--- config.mk ---
export PLATFORM = sky130hd
export DESIGN_NAME = mem_initiator
export DESIGN_NICKNAME = d
export VERILOG_FILES = /design/src/rtl/mem_initiator.sv
export SDC_FILE = /design/constraint.sdc
export NUM_CORES = 1
export LEC_CHECK = 0
export CAP_MARGIN = 40
export CORE_MARGIN = 2
export CORE_UTILIZATION = 32
export DETAILED_ROUTE_END_ITERATION = 10
export DONT_BUFFER_PORTS = 1
export PLACE_DENSITY_LB_ADDON = 0.1
export SLEW_MARGIN = 25
export SYNTH_ARGS = -nofsm -noshare
export SYNTH_HDL_FRONTEND = slang
export SYNTH_SLANG_ARGS = --single-unit
--- constraint.sdc ---
create_clock -name clk -period 4.45 [get_ports clk]
set_input_delay 1.335 -clock clk [delete_from_list [all_inputs] [get_ports clk]]
set_output_delay 1.335 -clock clk [all_outputs]
set_load 0.05 [all_outputs]
--- src/rtl/mem_initiator.sv ---
// mem_initiator: requester-side master for a 16x32 single-port memory.
// Accepts read/write commands on a valid/ready handshake, drives the memory
// pins (EN/address/Data_in), collects Data_out qualified by Valid_out and
// returns one response per command (read data or read timeout error).
//
// Optional build macro: MEM_INIT_SCRUB_EN -- after reset, zero-fill every
// memory word before the first command is accepted.
//
// Ports:
//   clk, rst                      clock, synchronous active-high reset
//   cmd_valid/cmd_ready           command handshake (cmd_ready is combinational)
//   cmd_write/cmd_addr/cmd_data   command payload
//   rsp_valid/rsp_ready           response handshake
//   rsp_data/rsp_err/rsp_write    response payload
//   EN/address/Data_in            memory write enable, address, write data
//   Data_out/Valid_out            memory read data and its qualifier
//   wr_count/rd_count             saturating completed-write / good-read counts
module mem_initiator #(
    parameter int unsigned ADDR_W  = 4,
    parameter int unsigned DATA_W  = 32,
    parameter int unsigned RD_LAT  = 1,
    parameter int unsigned TIMEOUT = 8
) (
    input  logic              clk,
    input  logic              rst,
    input  logic              cmd_valid,
    output logic              cmd_ready,
    input  logic              cmd_write,
    input  logic [ADDR_W-1:0] cmd_addr,
    input  logic [DATA_W-1:0] cmd_data,
    output logic              rsp_valid,
    input  logic              rsp_ready,
    output logic [DATA_W-1:0] rsp_data,
    output logic              rsp_err,
    output logic              rsp_write,
    output logic              EN,
    output logic [ADDR_W-1:0] address,
    output logic [DATA_W-1:0] Data_in,
    input  logic [DATA_W-1:0] Data_out,
    input  logic              Valid_out,
    output logic [15:0]       wr_count,
    output logic [15:0]       rd_count
);

    localparam int unsigned CNT_W = $clog2(TIMEOUT + 1) + 1;

    typedef enum logic [2:0] {
        S_IDLE  = 3'd0,
        S_WRITE = 3'd1,
        S_READ  = 3'd2,
        S_WAIT  = 3'd3,
        S_RESP  = 3'd4,
        S_SCRUB = 3'd5
    } state_e;

    state_e              state_q, state_d;
    logic                en_q, en_d;
    logic [ADDR_W-1:0]   address_q, address_d;
    logic [DATA_W-1:0]   data_in_q, data_in_d;
    logic                rsp_valid_q, rsp_valid_d;
    logic [DATA_W-1:0]   rsp_data_q, rsp_data_d;
    logic                rsp_err_q, rsp_err_d;
    logic                rsp_write_q, rsp_write_d;
    logic [15:0]         wr_count_q, wr_count_d;
    logic [15:0]         rd_count_q, rd_count_d;
    logic [CNT_W-1:0]    wait_cnt_q, wait_cnt_d;

    logic accept;
    logic rd_hit;
    logic rd_timeout;

    assign cmd_ready  = (state_q == S_IDLE);
    assign accept     = cmd_valid && cmd_ready;
    // Valid_out before RD_LAT still reflects the previous address, so ignore it.
    assign rd_hit     = (wait_cnt_q >= CNT_W'(RD_LAT)) && Valid_out;
    assign rd_timeout = (wait_cnt_q == CNT_W'(TIMEOUT));

`ifdef MEM_INIT_SCRUB_EN
    logic [ADDR_W-1:0] scrub_cnt_q, scrub_cnt_d;
    logic              scrub_done;
    // The write to the last address is on the pins right now.
    assign scrub_done = en_q && (address_q == {ADDR_W{1'b1}});
`endif

    // State register
    always_ff @(posedge clk) begin
        if (rst) begin
`ifdef MEM_INIT_SCRUB_EN
            state_q <= S_SCRUB;
`else
            state_q <= S_IDLE;
`endif
        end else begin
            state_q <= state_d;
        end
    end

    // Next-state logic
    always_comb begin
        state_d = state_q;
        case (state_q)
            S_IDLE:  if (accept) state_d = cmd_write ? S_WRITE : S_READ;
            S_WRITE: state_d = S_RESP;
            S_READ:  state_d = S_WAIT;
            S_WAIT:  if (rd_hit || rd_timeout) state_d = S_RESP;
            S_RESP:  if (rsp_ready) state_d = S_IDLE;
`ifdef MEM_INIT_SCRUB_EN
            S_SCRUB: if (scrub_done) state_d = S_IDLE;
`endif
            default: state_d = S_IDLE;
        endcase
    end

    // Output / datapath next values (registered below)
    always_comb begin
        en_d        = 1'b0;
        address_d   = address_q;
        data_in_d   = data_in_q;
        rsp_valid_d = rsp_valid_q;
        rsp_data_d  = rsp_data_q;
        rsp_err_d   = rsp_err_q;
        rsp_write_d = rsp_write_q;
        wr_count_d  = wr_count_q;
        rd_count_d  = rd_count_q;
        wait_cnt_d  = wait_cnt_q;
`ifdef MEM_INIT_SCRUB_EN
        scrub_cnt_d = scrub_cnt_q;
`endif
        case (state_q)
            S_IDLE: begin
                if (accept) begin
                    address_d   = cmd_addr;
                    rsp_write_d = cmd_write;
                    if (cmd_write) begin
                        // EN is registered, so raise it on the accept edge.
                        en_d      = 1'b1;
                        data_in_d = cmd_data;
                    end
                end
            end
            S_WRITE: begin
                rsp_valid_d = 1'b1;
                rsp_data_d  = '0;
                rsp_err_d   = 1'b0;
                if (wr_count_q != 16'hFFFF) wr_count_d = wr_count_q + 16'd1;
            end
            S_READ: begin
                wait_cnt_d = '0;
            end
            S_WAIT: begin
                wait_cnt_d = wait_cnt_q + CNT_W'(1);
                if (rd_hit) begin
                    rsp_valid_d = 1'b1;
                    rsp_data_d  = Data_out;
                    rsp_err_d   = 1'b0;
                    if (rd_count_q != 16'hFFFF) rd_count_d = rd_count_q + 16'd1;
                end else if (rd_timeout) begin
                    rsp_valid_d = 1'b1;
                    rsp_data_d  = '0;
                    rsp_err_d   = 1'b1;
                end
            end
            S_RESP: begin
                if (rsp_ready) rsp_valid_d = 1'b0;
            end
`ifdef MEM_INIT_SCRUB_EN
            S_SCRUB: begin
                // One zero write per cycle, addresses ascending from 0.
                if (!scrub_done) begin
                    en_d        = 1'b1;
                    address_d   = scrub_cnt_q;
                    data_in_d   = '0;
                    scrub_cnt_d = scrub_cnt_q + ADDR_W'(1);
                end
            end
`endif
            default: ;
        endcase
    end

    // Output and datapath registers
    always_ff @(posedge clk) begin
        if (rst) begin
            en_q        <= 1'b0;
            address_q   <= '0;
            data_in_q   <= '0;
            rsp_valid_q <= 1'b0;
            rsp_data_q  <= '0;
            rsp_err_q   <= 1'b0;
            rsp_write_q <= 1'b0;
            wr_count_q  <= '0;
            rd_count_q  <= '0;
            wait_cnt_q  <= '0;
`ifdef MEM_INIT_SCRUB_EN
            scrub_cnt_q <= '0;
`endif
        end else begin
            en_q        <= en_d;
            address_q   <= address_d;
            data_in_q   <= data_in_d;
            rsp_valid_q <= rsp_valid_d;
            rsp_data_q  <= rsp_data_d;
            rsp_err_q   <= rsp_err_d;
            rsp_write_q <= rsp_write_d;
            wr_count_q  <= wr_count_d;
            rd_count_q  <= rd_count_d;
            wait_cnt_q  <= wait_cnt_d;
`ifdef MEM_INIT_SCRUB_EN
            scrub_cnt_q <= scrub_cnt_d;
`endif
        end
    end

    assign EN        = en_q;
    assign address   = address_q;
    assign Data_in   = data_in_q;
    assign rsp_valid = rsp_valid_q;
    assign rsp_data  = rsp_data_q;
    assign rsp_err   = rsp_err_q;
    assign rsp_write = rsp_write_q;
    assign wr_count  = wr_count_q;
    assign rd_count  = rd_count_q;

endmodule

==> results by group <==
Run status
  – Status: finished clean

Power
  – Pwr dens: about 410 nW/um^2
  – Design Power: ~2100 uW
  – Worst VDD drop: approximately 210 uV
  – LEAKAGE: 0.00162 uW

Timing
  – Unrepaired setup endpoints after global routing: false
  – Slew HR: between 40 and 50%
  – Worst-Margin Slew: 0.834 ns
  – Setup Viol. Count Final: 0
  – Tmin final: between 2 and 3 ns
  – Clock skew: 0.00660 ns
  – Final period util: ~60%
  – Hold Vio Cnt, Final: 0
  – Total negative setup slack: 0 ns
  – Fmax: 375 MHz
  – Setup ws final: around 1.8 ns
  – Max Slew Vio Count: 0

Drt
  – Via count: approximately 3.7k
  – Router iterations before antenna repair: 4
  – Routed WL: about 11 mm
  – Avg WL per Cell: between 15 and 20 um
  – Vias per Instance: approximately 5.5
  – Iter 0 DRT Violations: approximately 200
  – Drc violations: 0
  – Detail Route Antenna Nets: 0

Placed design
  – Placed wire-length estimate: 7.71 mm
  – PortBufs: 0
  – Placement Setup Slack: 1.61 ns
  – Cell Area, Placed: 4680 um^2
  – Placer congestion estimate: around 0.72

Critical path
  – CP Class: reg2out
  – CP arrival: 1.33 ns
  – CP max stage delay: 0.67 ns
  – Critical Path End Type: primary output
  – Critical path fanouts, max: 15
  – Worst path required time: 3.12 ns
  – R2R depth: 4
  – Crit-path cells: nor3_2 -> buf_4
  – Slowest stage cell, crit path: dfxtp_1
  – Startpoint types: flip-flop

Clock tree
  – CTS root buf: clkbuf_16
  – Hold_buf cts: 0
  – TritonCTS clock tree: yes
  – Clock Pin Slew Worst Setup and Hold Paths: roughly 0.080 ns
  – Num Clock Sinks: between 100 and 150
  – Total setup buffers inserted after CTS: 0
  – CTS buffer count: 9
  – CTS H-tree lvls: 3
  – Clock latency on the worst-skew pair: between 0.3 and 0.4 ns
  – Clock buffer depth: 2
  – Post_cts resized: 0

Hold path
  – Hold crit path type: reg2reg
  – Min-Delay Path Depth: 2

Cells and area
  – Ant diodes: 0
  – Nets: between 500 and 600
  – Area Overhead vs Synth: 11.0%
  – Layout cell share with drive strength beyond 1: between 8 and 9%
  – Fin area: roughly 5000 um^2
  – Core Util, Final: ~36%

Job
  – Max cap viols: 0

Synthesis
  – Number of synthesized register bits: 112
  – Most common flop cell mapped by yosys: dfxtp_1
  – Post-Synth XOR/XNOR Area: 0%
  – Largest area contributor in the netlist: dfxtp_1
  – Main combinational cell family by area after synthesis: simple AND/OR/NAND/NOR gates
  – Post-synth ARST share: 0%
  – Syn Nets: between 500 and 600
  – Synth unique cells: a little under 50
  – Top-area cell type share of the netlist area: approximately half
  – Post-synth EDFFs: 0
  – Synth top area cells: dfxtp_1 (50%), a32o_1 (7.1%), nand2_1 (6.9%), a21oi_1 (6.7%), o31ai_1 (2.8%)
  – Post-synthesis simple-gate area fraction: a little over a fifth
  – Syn Area/Cell: ~9 um^2
  – Post-synthesis mux area share: under 10%
  – Synth Cell Area: 4510 um^2
  – Synthesis Warnings: 0
  – Compound-Gate Fraction of Synth Area: ~20%
  – Post-Synthesis Cells: 500
  – Adder-Cell Fraction of Synth Area: 1.39%
  – Sequential element share of the synthesized area: 49.7%

Die
  – Rows: 43
  – I/O Pins: 179
  – Core area: between 10000 and 15000 um^2
  – Die ar.: roughly 15000 um^2
  – Starting Density: 32.6%
  – Overall die height: 123 um
  – Chip width: 123 um

Global routing
  – Vias in the first global route: about 3.4k
  – Grt total ovfl: 0
  – Largest net degree at the start of global routing: 84
  – Global-route wire length before repair: between 15 and 20 mm
  – Total GRT Usage: 14.7%
  – Initial antenna violation count: 0
## layer usage
layer | track usage, % | vias to the layer above | part of all wire [%]
met5 | 0 | - | 0
met4 | 7.61 | 0 | 2.2
met3 | 5.20 | 18 | 8.4
met2 | 23.7 | 125 | 48
met1 | 17.1 | 1763 | 41
li1 | - | 1806 | -
## logic make-up (layout without fill, tap and decap cells)
logic type / count (synthesis) / after routing
and+or+nand+nor: 191 / 191
AOI/OAI and AO/OA: 134 / 134
DFF: 112 / 112
buffers and inverters: 45 / 35
muxes: 13 / 13
adders and majority gates: 5 / 5
## critical path: cells and delay by family (launching register included)
family        cells  cell delay [ns]
buf+inv           1             0.21
simple gates      1             0.09
flops             1             0.67
## synthesized netlist by cell type (all sizes together), types with 3 or more instances
| cell type | instances |
|---|---|
| nand2b | 3 |
| nand4 | 8 |
| a21oi | 60 |
| nand2 | 83 |
| o21ai | 12 |
| ha | 5 |
| or4 | 16 |
| o31ai | 17 |
| a32o | 32 |
| nor2b | 9 |
| or3b | 3 |
| buf | 6 |
| mux2 | 8 |
| or3 | 7 |
| dfxtp | 112 |
| and4 | 3 |
| nand3 | 13 |
| nor2 | 18 |
| inv | 8 |
| nor3 | 8 |
| nor4 | 7 |
| mux2i | 5 |
| clkbuf | 31 |
## layout by cell type, fill, tap and decap left out, types with 2 or more instances in the layout
| master | instances |
|---|---|
| clkbuf_16 | 9 |
| inv_8 | 3 |
| buf_4 | 9 |
| nor2b_1 | 9 |
| or3_1 | 7 |
| mux2_2 | 8 |
| nor2_1 | 17 |
| inv_1 | 8 |
| nor3_1 | 7 |
| o21a_1 | 2 |
| nand3b_1 | 2 |
| a32o_1 | 32 |
| nand2b_1 | 3 |
| nand3_1 | 13 |
| a21oi_1 | 60 |
| or3b_2 | 2 |
| nand2_1 | 83 |
| a31oi_1 | 2 |
| mux2i_1 | 5 |
| nand4_1 | 8 |
| ha_1 | 5 |
| or4_1 | 16 |
| o21ai_0 | 11 |
| nor4_1 | 7 |
| and4_1 | 3 |
| o31ai_1 | 17 |
| dfxtp_1 | 112 |
## flip-flops by register name, indices dropped and copies added (netlist names)
signal	flops
wr_count	16
address	4
wait_cnt_q	5
rsp_valid	1
rd_count	16
EN	1
Data_in	32
rsp_write	1
rsp_data	32
state_q	3
rsp_err	1
## power by group
part	switching [uW]	internal, uW
Clock	403	450
Sequential	99.9	1020
Combinational	59.3	32.5
## stage by stage
stage / hold WS, ns / instances
4_1_cts: 0.527 / 669
2_1_floorplan: 0.479 / 500
5_1_grt: 0.563 / 670
3_3_place_gp: 0.506 / 651
6_report: 0.528 / 670
3_5_place_dp: 0.518 / 653
## path summary, 6_finish.rpt
path	slack (ns)	endpoint	from
setup reg to reg	1.99	wr_count[13]	wr_count[3]
setup / recovery	1.79	cmd_ready	state_q[0]
hold / removal	0.53	wait_cnt_q[2]	wait_cnt_q[2]
hold reg to reg	0.53	wait_cnt_q[2]	wait_cnt_q[2]
## final cells by class
cell class,instances,area [um^2]
sequential,112,2240
inverter,8,30.0
fill,1419,8820
timing repair buffer,11,87.6
multi-input combinational,343,2110
tap,180,225
clock inverter,7,85.1
clock buffer,9,225
No activity file was read; power rests on OpenSTA's default activity.
